## src/rtl/apb_slv_pkg.sv

```systemverilog
// apb_slave_bank shared types: FSM state, index width helper, reset data.
// Optional byte strobes are enabled by APB_SLV_PSTRB_EN.
package apb_slv_pkg;
  localparam int ST_W = 2;
  typedef enum logic [ST_W-1:0] {
    IDLE,
    WAIT,
    DONE
  } state_t;

  localparam logic [31:0] RESET_DATA_DEF = 32'd25;

  function automatic int idx_w(input int depth);
    return $clog2(depth);
  endfunction
endpackage

```

## src/rtl/apb_slv_bank.sv

```systemverilog
// One DEPTH x DATA_W storage bank: async-reset init, byte-enabled
// write port and read mux addressed by the decoded word index.
module apb_slv_bank
  import apb_slv_pkg::*;
#(
  parameter int DATA_W = 32,
  parameter int DEPTH  = 16,
  parameter logic [DATA_W-1:0] RESET_DATA = DATA_W'(RESET_DATA_DEF),
  localparam int IDX_W = idx_w(DEPTH),
  localparam int NB    = DATA_W / 8
) (
  input  logic              clk,
  input  logic              rst,
  input  logic              i_we,
  input  logic [IDX_W-1:0]  i_waddr,
  input  logic [DATA_W-1:0] i_wdata,
  input  logic [NB-1:0]     i_wbe,
  input  logic [IDX_W-1:0]  i_raddr,
  output logic [DATA_W-1:0] o_rdata
);

  logic [DATA_W-1:0] r_mem [DEPTH];

  always_ff @(posedge clk or posedge rst) begin
    if (rst) begin
      for (int i = 0; i < DEPTH; i++) begin
        r_mem[i] <= RESET_DATA;
      end
    end else if (i_we) begin
      for (int b = 0; b < NB; b++) begin
        if (i_wbe[b]) begin
          r_mem[i_waddr][b*8 +: 8] <= i_wdata[b*8 +: 8];
        end
      end
    end
  end

  assign o_rdata = r_mem[i_raddr];

endmodule

```

## src/rtl/apb_slave_bank.sv

```systemverilog
// APB slave endpoint: pselx decode into NUM_SLV banks, wait-state FSM,
// registered prdata/pready/pslverr. APB_SLV_PSTRB_EN adds pstrb.
module apb_slave_bank
  import apb_slv_pkg::*;
#(
  parameter int NUM_SLV  = 3,
  parameter int ADDR_W   = 32,
  parameter int DATA_W   = 32,
  parameter int DEPTH    = 16,
  parameter int WAIT_CYC = 0,
  parameter logic [DATA_W-1:0] RESET_DATA = DATA_W'(RESET_DATA_DEF)
) (
  input  logic               hclk,
  input  logic               hreset,
  input  logic [NUM_SLV-1:0] pselx,
  input  logic               penable,
  input  logic               pwrite,
  input  logic [ADDR_W-1:0]  paddr,
`ifdef APB_SLV_PSTRB_EN
  input  logic [DATA_W/8-1:0] pstrb,
`endif
  input  logic [DATA_W-1:0]  pwdata,
  output logic [DATA_W-1:0]  prdata,
  output logic               pready,
  output logic               pslverr
);

  localparam int IDX_W  = idx_w(DEPTH);
  localparam int NB     = DATA_W / 8;
  localparam int HI     = IDX_W + 2;
  localparam int BANK_W = (NUM_SLV > 1) ? $clog2(NUM_SLV) : 1;
  localparam int CNT_W  = (WAIT_CYC > 0) ? $clog2(WAIT_CYC + 1) : 1;

  state_t             r_state;
  logic [CNT_W-1:0]   r_cnt;
  logic [IDX_W-1:0]   r_idx;
  logic [BANK_W-1:0]  r_bank;
  logic               r_wr;
  logic               r_err;
  logic               r_ready;
  logic               r_slverr;
  logic [DATA_W-1:0]  r_rdata;

  logic [IDX_W-1:0]   w_idx;
  logic [ADDR_W-1:0]  w_hi;
  logic               w_addr_err;
  logic               w_sel_err;
  logic               w_strb_err;
  logic               w_err;
  logic [BANK_W-1:0]  w_bank;
  logic               w_setup;
  logic               w_access;
  logic [NB-1:0]      w_wbe;
  logic [BANK_W-1:0]  w_rd_bank;
  logic [IDX_W-1:0]   w_rd_idx;
  logic               w_nerr;
  logic               w_nwr;
  logic [DATA_W-1:0]  w_rd_out;
  logic [DATA_W-1:0]  w_rdata [NUM_SLV];
  logic [NUM_SLV-1:0] w_we;

  assign w_idx      = paddr[HI-1:2];
  assign w_hi       = paddr >> HI;
  assign w_addr_err = (|paddr[1:0]) | (|w_hi);
  assign w_sel_err  = |(pselx & (pselx - NUM_SLV'(1)));

`ifdef APB_SLV_PSTRB_EN
  assign w_strb_err = !pwrite && (|pstrb);
  assign w_wbe      = pstrb;
`else
  assign w_strb_err = 1'b0;
  assign w_wbe      = '1;
`endif

  assign w_err    = w_addr_err | w_sel_err | w_strb_err;
  assign w_setup  = (|pselx) && !penable;
  assign w_access = (|pselx) && penable;

  always_comb begin
    w_bank = '0;
    for (int i = 0; i < NUM_SLV; i++) begin
      if (pselx[i]) w_bank = BANK_W'(i);
    end
  end

  // Zero-wait transfers reach DONE straight from IDLE, before capture.
  assign w_rd_bank = (r_state == IDLE) ? w_bank : r_bank;
  assign w_rd_idx  = (r_state == IDLE) ? w_idx  : r_idx;
  assign w_nerr    = (r_state == IDLE) ? w_err  : r_err;
  assign w_nwr     = (r_state == IDLE) ? pwrite : r_wr;
  assign w_rd_out  = (!w_nerr && !w_nwr) ? w_rdata[w_rd_bank] : '0;

  for (genvar g = 0; g < NUM_SLV; g++) begin : g_bank
    assign w_we[g] = (r_state == DONE) && r_wr && !r_err &&
                     (r_bank == BANK_W'(g));

    apb_slv_bank #(
      .DATA_W     (DATA_W),
      .DEPTH      (DEPTH),
      .RESET_DATA (RESET_DATA)
    ) u_bank (
      .clk     (hclk),
      .rst     (hreset),
      .i_we    (w_we[g]),
      .i_waddr (r_idx),
      .i_wdata (pwdata),
      .i_wbe   (w_wbe),
      .i_raddr (w_rd_idx),
      .o_rdata (w_rdata[g])
    );
  end

  always_ff @(posedge hclk or posedge hreset) begin
    if (hreset) begin
      r_state  <= IDLE;
      r_cnt    <= '0;
      r_idx    <= '0;
      r_bank   <= '0;
      r_wr     <= 1'b0;
      r_err    <= 1'b0;
      r_ready  <= 1'b0;
      r_slverr <= 1'b0;
      r_rdata  <= '0;
    end else begin
      r_ready  <= 1'b0;
      r_slverr <= 1'b0;
      r_rdata  <= '0;
      unique case (r_state)
        IDLE: begin
          if (w_setup) begin
            r_idx  <= w_idx;
            r_bank <= w_bank;
            r_wr   <= pwrite;
            r_err  <= w_err;
            if (WAIT_CYC == 0) begin
              r_state  <= DONE;
              r_ready  <= 1'b1;
              r_slverr <= w_nerr;
              r_rdata  <= w_rd_out;
            end else begin
              r_cnt   <= CNT_W'(WAIT_CYC);
              r_state <= WAIT;
            end
          end
        end
        WAIT: begin
          if (!w_access) begin
            r_state <= IDLE;
          end else if (r_cnt == CNT_W'(1)) begin
            r_state  <= DONE;
            r_ready  <= 1'b1;
            r_slverr <= w_nerr;
            r_rdata  <= w_rd_out;
          end else begin
            r_cnt <= r_cnt - CNT_W'(1);
          end
        end
        DONE: begin
          r_state <= IDLE;
        end
        default: begin
          r_state <= IDLE;
        end
      endcase
    end
  end

  assign prdata  = r_rdata;
  assign pready  = r_ready;
  assign pslverr = r_slverr;

endmodule

```

## config.mk

```make
export PLATFORM = sky130hd
export DESIGN_NAME = apb_slave_bank
export DESIGN_NICKNAME = d
export VERILOG_FILES = /design/src/rtl/apb_slv_pkg.sv /design/src/rtl/apb_slv_bank.sv /design/src/rtl/apb_slave_bank.sv
export SDC_FILE = /design/constraint.sdc
export NUM_CORES = 2
export LEC_CHECK = 0
export ABC_AREA = 1
export CORE_ASPECT_RATIO = 0.6
export CORE_MARGIN = 2
export CORE_UTILIZATION = 65
export DETAILED_ROUTE_END_ITERATION = 6
export PLACE_DENSITY = 0.84
export SLEW_MARGIN = 20
export SYNTH_ARGS = -nofsm -noshare
export SYNTH_HDL_FRONTEND = slang
export SYNTH_SLANG_ARGS = --single-unit
```

## constraint.sdc

```tcl
create_clock -name hclk -period 85.3 [get_ports hclk]
set_input_delay 12.795 -clock hclk [delete_from_list [all_inputs] [get_ports hclk]]
set_output_delay 12.795 -clock hclk [all_outputs]
set_load 0.005 [all_outputs]
```

==> out/metrics.yaml <==
global_routing:
  antenna_found_initial: 1
  grt_overflow_total: 0
  grt_util_all_layers_pct: 38.48
  number_of_global_route_vias_before_repair: 61281
  grt_start_max_net_pins: 209
  wire_length_of_the_first_global_routing_pass_um: 341600
yosys:
  synth.distinct_cells: 26
  synthAdderAreaFrac_pct: 0
  mappedNetlistArea_sq_um: 71570
  synth_compound_gate_area_share_pct: 10.86
  yosys_register_bits: 1579
  synth-xor-area-share_pct: 0
  main_combinational_cell_family_by_area_after_synthesis: "simple AND/OR/NAND/NOR gates"
  yosys_warnings: 0
  synth.area.mux_share_pct: 0
  cell_count_after_synthesis: 8825
  synth_simple_gate_area_share_pct: 28.32
  syn_avg_cell_area_sq_um: 8.109
  synth_seq_area_share_pct: 55.46
  number_of_nets_in_the_synthesized_netlist: 8896
placement:
  port-buffer-count: 104
  detailed_place.area_sq_um: 72190
  hpwlAfterDp_um: 110900
  globalplace.congestion: 0.8593
pwr:
  vdd_drop_max_mv: 0.01922
  comb_power_share_pct: 18.5
  power.switching_uw: 584.6
  power_uw: 1945
  switching_share_pct: 30.06
  cell_internal_pwr_uw: 1360
  static-leakage-power_uw: 0.03933
  power_frac_seq_pct: 48.5
  power.density_cell_area_nw_per_um2: 25.34
  share_clk_of_total_power_pct: 33.0
route:
  vias_per_cell: 6.473
  drt-initial-drc-count: 9379
  detail_route.first_pass.iterations: 7
  routedWlPerCell_um: 21.80
  antenna_violating_nets_post_route: 0
  drt_wl_total_um: 216500
  drc_errors: 2
  detailroute.via_count: 64267
flow_run:
  cap_violations: 0
clock_network:
  clock_sinks: 1579
  cts_tree: "yes"
  clk_path_buf_depth: 3
  number_of_buffers_inserted_during_clock_tree_synthesis: 138
  postCtsSetupRepairBufs: 0
  cts.repair.resized: 0
  clockRootBuffer: "sky130_fd_sc_hd__clkbuf_16"
  worst_skew_pair.late_latency_ns: 0.79
  clk_pin_slew_ns: 0.06
  cts.htree.levels: 4
  cts_hold_buffers_added: 0
cells_and_area:
  seqCellArea_sq_um: 39690
  fraction_of_final_layout_cells_sized_beyond_drive_strength_1_pct: 6.821
  fillCellCount: 8110
  layout_common_cells: "sky130_fd_sc_hd__nand2_1 (2939), sky130_fd_sc_hd__nand3_1 (1730), sky130_fd_sc_hd__dfrtp_1 (1435), sky130_fd_sc_hd__o21ai_0 (847), sky130_fd_sc_hd__o21ai_1 (696)"
  layout-area-overhead-vs-synth_pct: 7.221
  final_net_count: 8461
  total_area_of_multi_input_combinational_cells_sq_um: 28240
  insertedDiodeCount: 0
  finalInstanceArea_sq_um: 76730
  mostFrequentLayoutCell: "sky130_fd_sc_hd__nand2_1"
floorplanning:
  die_area_sq_um: 112900
  core_area_sq_um: 109400
  rows: 94
  ioPinCount: 105
  initial_core_utilization_pct: 65.43
  die_width_um: 432.4
  floorplan.die.height_um: 261.0
sta:
  min_period_ns: 17.53
  final_hold_viol_count: 0
  slew_headroom_pct: 20.94
  max_clock_freq_mhz: 57.04
  whs_ns: 0.4734
  sum_neg_setup_slack_ns: 0
  final_max_slew_viol_count: 0
  tightestPinTransition_ns: 1.186
  rsz0062_at_grt: "false"
  clock_skew_ns: 0.02941
  final_min_period_over_clock_period_pct: 20.55
  setup_viol: 0
worst_setup_path:
  worst_setup_path_endpoint: "prdata[2]"
  cp_max_fo: 109
  critPathLaunch: "hreset"
  regToRegStartpoint: "r_state[1]"
  worst_path_class_setup: "primary input to async pin"
  crit-reg2reg-capture: "prdata[11]"
  worst_setup_path_end_kind: "async pin"
  worstRegToRegCells: 12
  start_kind: "primary input"
  critPathArrivalTime_ns: 18.31
  minimum_setup_slack_among_reg_to_reg_paths_ns: 79.46
  critical_path_required_ns: 86.08
status:
  run_status: "finished with violations"
  violations: "DRC"
min_path:
  hp-class: "flop to flop"
==> routing by layer <==
layer  wire (um)  track usage [%]  part of all wire (%)  vias up
met5          13                0                0.0060        -
met4       10070            18.21                   4.6        2
met3       29320            8.629                    14      689
met2       93180            57.35                    43     4622
met1       83880            54.30                    39    30613
li1            -                -                     -    28341
==> cells in the mapped netlist <==
library cell,instances,area share [%]
sky130_fd_sc_hd__nor3_4,2,0.045
sky130_fd_sc_hd__nand2_4,2,0.031
sky130_fd_sc_hd__o21ai_1,699,4.9
sky130_fd_sc_hd__nand3b_2,1,0.016
sky130_fd_sc_hd__nor2_2,1,0.0087
sky130_fd_sc_hd__o21ai_0,847,5.9
sky130_fd_sc_hd__nor3_1,1,0.0070
sky130_fd_sc_hd__buf_4,14,0.15
sky130_fd_sc_hd__nor3_2,1,0.014
sky130_fd_sc_hd__o22ai_1,1,0.0087
sky130_fd_sc_hd__buf_6,7,0.11
sky130_fd_sc_hd__clkbuf_1,508,2.7
sky130_fd_sc_hd__buf_2,274,1.9
sky130_fd_sc_hd__inv_2,19,0.10
sky130_fd_sc_hd__inv_1,63,0.33
sky130_fd_sc_hd__o21ai_2,3,0.037
sky130_fd_sc_hd__nand2_2,15,0.13
sky130_fd_sc_hd__nand4_1,1,0.0087
sky130_fd_sc_hd__nand3_1,1730,12
sky130_fd_sc_hd__dfstp_2,144,5.3
sky130_fd_sc_hd__inv_4,1,0.0087
sky130_fd_sc_hd__nor4_1,4,0.035
sky130_fd_sc_hd__nor2_1,61,0.32
sky130_fd_sc_hd__buf_1,15,0.079
sky130_fd_sc_hd__dfrtp_1,1435,50
sky130_fd_sc_hd__nand2_1,2976,16
==> cell type report <==
type / count / area share, %
sequential: 1579 / 51.73
clock inverter: 33 / 0.5218
multi-input combinational: 6345 / 36.81
clock buffer: 206 / 5.360
tap: 1440 / 2.348
timing repair buffer: 243 / 2.801
inverter: 83 / 0.4321
==> worst max-delay path: stages <==
cell and delay [ns]:
sky130_fd_sc_hd__clkdlybuf4s50_1 0.49, sky130_fd_sc_hd__inv_8 0.50, sky130_fd_sc_hd__buf_4 0.86, sky130_fd_sc_hd__buf_4 0.76, sky130_fd_sc_hd__buf_4 0.88, sky130_fd_sc_hd__buf_4 0.89, sky130_fd_sc_hd__buf_4 0.84
==> how the worst min path moves through the flow <==
stage                                     start                          end  slack (ns)  cells past startpoint
floorplan                                 r_err                        r_err        0.45                      2
global placement      g_bank[0].u_bank.r_mem[0]    g_bank[0].u_bank.r_mem[0]        0.46                      2
detailed placement  g_bank[2].u_bank.r_mem[320]  g_bank[2].u_bank.r_mem[320]        0.47                      2
CTS                 g_bank[2].u_bank.r_mem[320]  g_bank[2].u_bank.r_mem[320]        0.48                      2
global route        g_bank[0].u_bank.r_mem[480]  g_bank[0].u_bank.r_mem[480]        0.49                      2
finish              g_bank[0].u_bank.r_mem[228]  g_bank[0].u_bank.r_mem[228]        0.47                      2
==> state kept, by name (all words and copies together), names as in the netlist <==
register             flops
prdata                  32
r_bank                   2
pslverr                  1
r_state                  1
g_bank.u_bank.r_mem   1536
r_wr                     1
r_err                    1
r_idx                    4
pready                   1
==> power groups by stage <==
stage	Combinational [uW]	Clock, uW	Sequential (uW)
2_1_floorplan	268	0	941
3_3_place_gp	332	0	945
3_5_place_dp	348	0	952
4_1_cts	353	643	941
5_1_grt	404	674	956
6_report	359	642	943
==> through the flow <==
step / util, % / cells / worst slack, ns
floorplan: - / 8825 / 28.19
global placement: 66.00 / 9689 / 66.87
detailed placement: 66.00 / 9689 / 66.79
CTS: 70.12 / 9928 / 67.63
global route: 70.15 / 9929 / 66.93
finish: 70.15 / 9929 / 67.77
==> kinds of logic after synthesis <==
family,Yosys count
DFF,1579
buffers and inverters,901
AOI/OAI and AO/OA,1550
and+or+nand+nor,4795
Power figures use the tool's default switching activity.
